[config.mk]
export PLATFORM = sky130hd
export DESIGN_NAME = fetch_sequencer
export DESIGN_NICKNAME = d
export VERILOG_FILES = /design/src/rtl/fetch_pkg.sv /design/src/rtl/fetch_perf_counters.sv /design/src/rtl/fetch_sequencer.sv
export SDC_FILE = /design/constraint.sdc
export NUM_CORES = 1
export LEC_CHECK = 0
export BUFFER_PORTS_ARGS = -buffer_cell sky130_fd_sc_hd__buf_2
export CORE_ASPECT_RATIO = 0.75
export CORE_MARGIN = 3
export CORE_UTILIZATION = 40
export CTS_CLUSTER_DIAMETER = 200
export CTS_CLUSTER_SIZE = 14
export DETAILED_ROUTE_END_ITERATION = 16
export PLACE_DENSITY_LB_ADDON = 0.1
export SETUP_SLACK_MARGIN = 0.02
export SLEW_MARGIN = 20
export SYNTH_ARGS = -nofsm -noshare
export SYNTH_HDL_FRONTEND = slang
export SYNTH_HIERARCHICAL = 1
export SYNTH_SLANG_ARGS = --single-unit
export TNS_END_PERCENT = 20
[constraint.sdc]
create_clock -name clk -period 1.85 [get_ports clk]
set_clock_uncertainty 0.2 [all_clocks]
set_input_delay 0.185 -clock clk [delete_from_list [all_inputs] [get_ports clk]]
set_output_delay 0.185 -clock clk [all_outputs]
set_load 0.01 [all_outputs]
[src/rtl/fetch_pkg.sv]
// Shared types and constants for the fetch sequencer slice.
package fetch_pkg;

  localparam int unsigned DEFAULT_ADDR_W = 8;
  localparam int unsigned PERF_W         = 16;

  typedef enum logic [1:0] {
    F1     = 2'd0,
    F2     = 2'd1,
    HALTED = 2'd2
  } fetch_state_t;

endpackage

[src/rtl/fetch_perf_counters.sv]
// Two saturating event counters for fetch performance monitoring.
module fetch_perf_counters
  import fetch_pkg::*;
(
  input  logic              clk,
  input  logic              rst,
  input  logic              instr_inc,
  input  logic              stall_inc,
  output logic [PERF_W-1:0] perf_instr,
  output logic [PERF_W-1:0] perf_stall
);

  logic [PERF_W-1:0] instr_q, instr_d;
  logic [PERF_W-1:0] stall_q, stall_d;

  always_comb begin
    instr_d = instr_q;
    stall_d = stall_q;
    if (instr_inc && (instr_q != '1)) instr_d = instr_q + PERF_W'(1);
    if (stall_inc && (stall_q != '1)) stall_d = stall_q + PERF_W'(1);
  end

  always_ff @(posedge clk or posedge rst) begin
    if (rst) begin
      instr_q <= '0;
      stall_q <= '0;
    end else begin
      instr_q <= instr_d;
      stall_q <= stall_d;
    end
  end

  assign perf_instr = instr_q;
  assign perf_stall = stall_q;

endmodule

[src/rtl/fetch_sequencer.sv]
// Instruction fetch sequencer: owns the PC, drives the byte-wide imem handshake and IR loads.
// Optional performance counters are built when FETCH_PERF_EN is defined.
module fetch_sequencer
  import fetch_pkg::*;
#(
  parameter int unsigned       ADDR_W   = DEFAULT_ADDR_W,
  parameter logic [ADDR_W-1:0] RESET_PC = '0
) (
  input  logic              clk,
  input  logic              rst,
  output logic              imem_req,
  output logic [ADDR_W-1:0] imem_addr,
  input  logic [7:0]        imem_rdata,
  input  logic              imem_valid,
  input  logic              long_op,
  input  logic              halt_op,
  input  logic              stall,
  input  logic              redirect,
  input  logic [ADDR_W-1:0] redirect_pc,
  output logic [7:0]        ir_new,
  output logic              ir_ld,
  output logic              sf1_out,
  output logic              ir_flush,
  output logic              halted
`ifdef FETCH_PERF_EN
  ,
  output logic [PERF_W-1:0] perf_instr,
  output logic [PERF_W-1:0] perf_stall
`endif
);

  fetch_state_t      state_q, state_d;
  logic [ADDR_W-1:0] pc_q, pc_d;
  logic              fetching;
  logic              accept;

  assign fetching = (state_q != HALTED);
  // Outputs are forced low while reset is asserted.
  assign imem_req  = !rst && fetching && !stall && !redirect;
  assign accept    = imem_req && imem_valid;
  assign imem_addr = rst ? '0 : pc_q;
  assign ir_ld     = accept;
  assign ir_new    = accept ? imem_rdata : 8'h00;
  assign sf1_out   = accept && (state_q == F2);
  assign ir_flush  = !rst && redirect;
  assign halted    = !rst && (state_q == HALTED);

  always_comb begin
    state_d = state_q;
    pc_d    = pc_q;
    if (redirect) begin
      state_d = F1;
      pc_d    = redirect_pc;
    end else if (accept) begin
      pc_d = pc_q + ADDR_W'(1);
      if (state_q == F2)  state_d = F1;
      else if (halt_op)   state_d = HALTED;
      else if (long_op)   state_d = F2;
      else                state_d = F1;
    end
  end

  always_ff @(posedge clk or posedge rst) begin
    if (rst) begin
      state_q <= F1;
      pc_q    <= RESET_PC;
    end else begin
      state_q <= state_d;
      pc_q    <= pc_d;
    end
  end

`ifdef FETCH_PERF_EN
  logic instr_done;
  logic stall_cycle;

  // HALT is a one-byte instruction and counts as completed.
  assign instr_done  = accept && ((state_q == F2) || halt_op || !long_op);
  assign stall_cycle = !rst && fetching && stall;

  fetch_perf_counters u_perf (
    .clk        (clk),
    .rst        (rst),
    .instr_inc  (instr_done),
    .stall_inc  (stall_cycle),
    .perf_instr (perf_instr),
    .perf_stall (perf_stall)
  );
`endif

endmodule

==> impl_metrics.tcl <==
set metrics [dict create \
    status "complete, no violations" \
    hpwlAfterDp_mm 1.55 \
    fin_nets 167 \
    critPathCaptureType "output port" \
    vdd_ir_drop_max_v 0.000428 \
    clk_pin_slew_worst_paths_ps 60 \
    synth_compound_area_frac 0.208 \
    max_slew_margin 0.721 \
    seq_power_share 0.454 \
    post-synth-top-area-fraction 0.361 \
    worstPathRequired_ps 1460 \
    place_ws_ps 134 \
    synth_fa_ha_area_frac 0.0181 \
    cts_root_buffer "clkbuf_4" \
    cp-start-kind "flop" \
    worst-r2r-setup-slack_ps 110 \
    place_inst 148 \
    first_pass_iters 4 \
    die_w_um 54.1 \
    yosysTopAreaCell "dfrtp_1" \
    yosysWarnings 6 \
    synth_edf_count 0 \
    synth_fp_nets 105 \
    cts_setup_buffers 0 \
    path_depth 4 \
    p_int_uw 404 \
    worstReg2RegStart "state_q[0]" \
    p_comb_frac 0.292 \
    critPathBufInv 2 \
    routed_via_density 5.25 \
    rsz0062_at_grt "false" \
    vias 850 \
    critPathMaxStageDelay_ps 400 \
    slew_viol_final 0 \
    synth_ff_type "dfrtp_1" \
    num_io_pins 44 \
    syn_inst 81 \
    min_delay_path_depth 3 \
    final_area_mm2 0.00110 \
    synth_top_family_by_area "simple AND/OR/NAND/NOR gates" \
    worstHoldPathType "in2reg" \
    layout.cells.non_filler 162 \
    wire_per_inst_um 13.1 \
    slowest_stage "dfrtp_1" \
    max_freq_mhz 569 \
    gp_congestion 0.763 \
    crit_start "state_q[0]" \
    worst_pin_slew_ps 418 \
    fin_crit_sh 0.950 \
    synth_seq_area_share 0.361 \
    cap_violations 0 \
    path_max_fanout 10 \
    n_antenna_cell 0 \
    worstPathCellList "nand2b_2 -> nand2_2 -> inv_2 -> buf_2" \
    die_area_mm2 0.00227 \
    synthTopCellsByArea "dfrtp_1 (36%), and3_1 (9.0%), a221o_1 (8.7%)" \
    synth_area_um2 693 \
    place_area_um2 968 \
    power.switching_uw 168 \
    p_clk_frac 0.254 \
    power_leakage_nw 0.613 \
    avgSynthCellArea_um2 8.56 \
    wirelength_mm 2.13 \
    grt_pass1_wl_mm 3.25 \
    cp_top_family "simple AND/OR/NAND/NOR gates" \
    die_h_um 42.1 \
    htreeDepth 1 \
    yosys.area_share.simple 0.375 \
    synth_mux_area_frac 0 \
    numCtsBuffers 3 \
    hold_start "redirect" \
    grt_pass1_vias 738 \
    ant_nets 0 \
    setup_viol_count_final 0 \
    swShare 0.294 \
    tns_ps 0 \
    hold_viol 0 \
    syn2layout_area_growth_pct 59.2 \
    final_util 0.707 \
    r2r-end "pc_q[5]" \
    grt_overflow 0 \
    antenna_found_initial 0 \
    grt_usage 0.193 \
    row_count 12 \
    async_flop_share 1.00 \
    synth_cell_types 26 \
    clockBufferDepth 2 \
    drive_above_1_share 0.404 \
    numPortBuffers 43 \
    worst_slack_ps 92.3 \
    cts_tree "yes" \
    synth_xor_area_frac 0 \
    drtIter0Drc 14 \
    cp_data_arrival_time_ps 1370 \
    r2r_cells 5 \
    clkSinkCount 10 \
    min_period_ps 1760 \
    power_density_mw_per_mm2 518 \
    start_util 0.444 \
    grt_max_degree 12 \
    synth.cells.most_frequent "and3_1 (10), dfrtp_1 (10), nand2_1 (8), nor2b_1 (8), a221o_1 (6)" \
    core-area_mm2 0.00156 \
    endpoint "ir_ld" \
    critPathKind "reg2out" \
    ys_ff_latch 10 \
    remaining_drc_errors 0 \
    clk_latency_ps 270 \
]
kinds of logic (layout without fill, tap and decap cells):
group,Yosys count,in the layout
compound gates,18,18
fa+ha+maj,1,1
buf+inv,7,67
flops,10,10
simple gates,45,45
area by class of cell:
| type | count | area, um^2 |
|---|---|---|
| multi-input cells | 64 | 419 |
| fillers | 127 | 458 |
| repair buffers | 60 | 370 |
| clock buffers | 3 | 22.5 |
| well taps | 21 | 26.3 |
| inverters | 4 | 15.0 |
| flip-flops and latches | 10 | 250 |
metal layers:
layer / global-route usage / vias up / wire (um)
met2: 0.304 / 50 / 959
met3: 0.0534 / 2 / 221
met4: 0.0448 / 0 / 19
met5: 0 / - / 0
li1: - / 421 / -
met1: 0.261 / 377 / 926
registers in the layout (all words and copies together), names as in the netlist:
signal	count
state_q	2
pc_q	8
placed cells by master, fill, tap and decap left out, drive strengths merged, types with 3 or more instances in the layout:
cell type	n
inv	4
nor2	5
a21o	3
clkbuf	3
nor3	4
nand2	9
buf	49
nor2b	8
dfrtp	10
nand3	4
a221o	6
dlygate4sd3	11
and3	10
a21oi	3
tightest hold or removal path: cells and delay by family:
kind	cells	cell delay [ps]
compound gates	1	150
buf+inv	2	300
through the flow:
step | hold WS, ps | power [mW]
after CTS | 205 | 0.576
after detailed placement | 211 | 0.411
after global routing | 208 | 0.613
after global placement | 205 | 0.407
after floorplan | -167 | 0.339
final | 199 | 0.572
worst min path at each step:
stage	endpoint	slack [ps]
finish	pc_q[4]	200
floorplan	pc_q[0]	-170
detailed placement	pc_q[2]	210
global placement	pc_q[0]	210
global route	pc_q[6]	210
CTS	pc_q[3]	200
power by group through the flow:
stage                     clock, mW  combinational [mW]  sequential (mW)
after CTS                     0.150               0.168            0.258
after floorplan                   0              0.0814            0.258
after detailed placement          0               0.149            0.262
after global placement            0               0.146            0.262
final                         0.145               0.167            0.260
after global routing          0.166               0.184            0.262
what timing repair did:
item,in CTS,in global routing
resized for setup,0,1
hold endpoints to repair,20,0
hold buffers,11,0
setup endpoints to repair,0,2
Note: power is estimated with default switching activity, not from simulation.
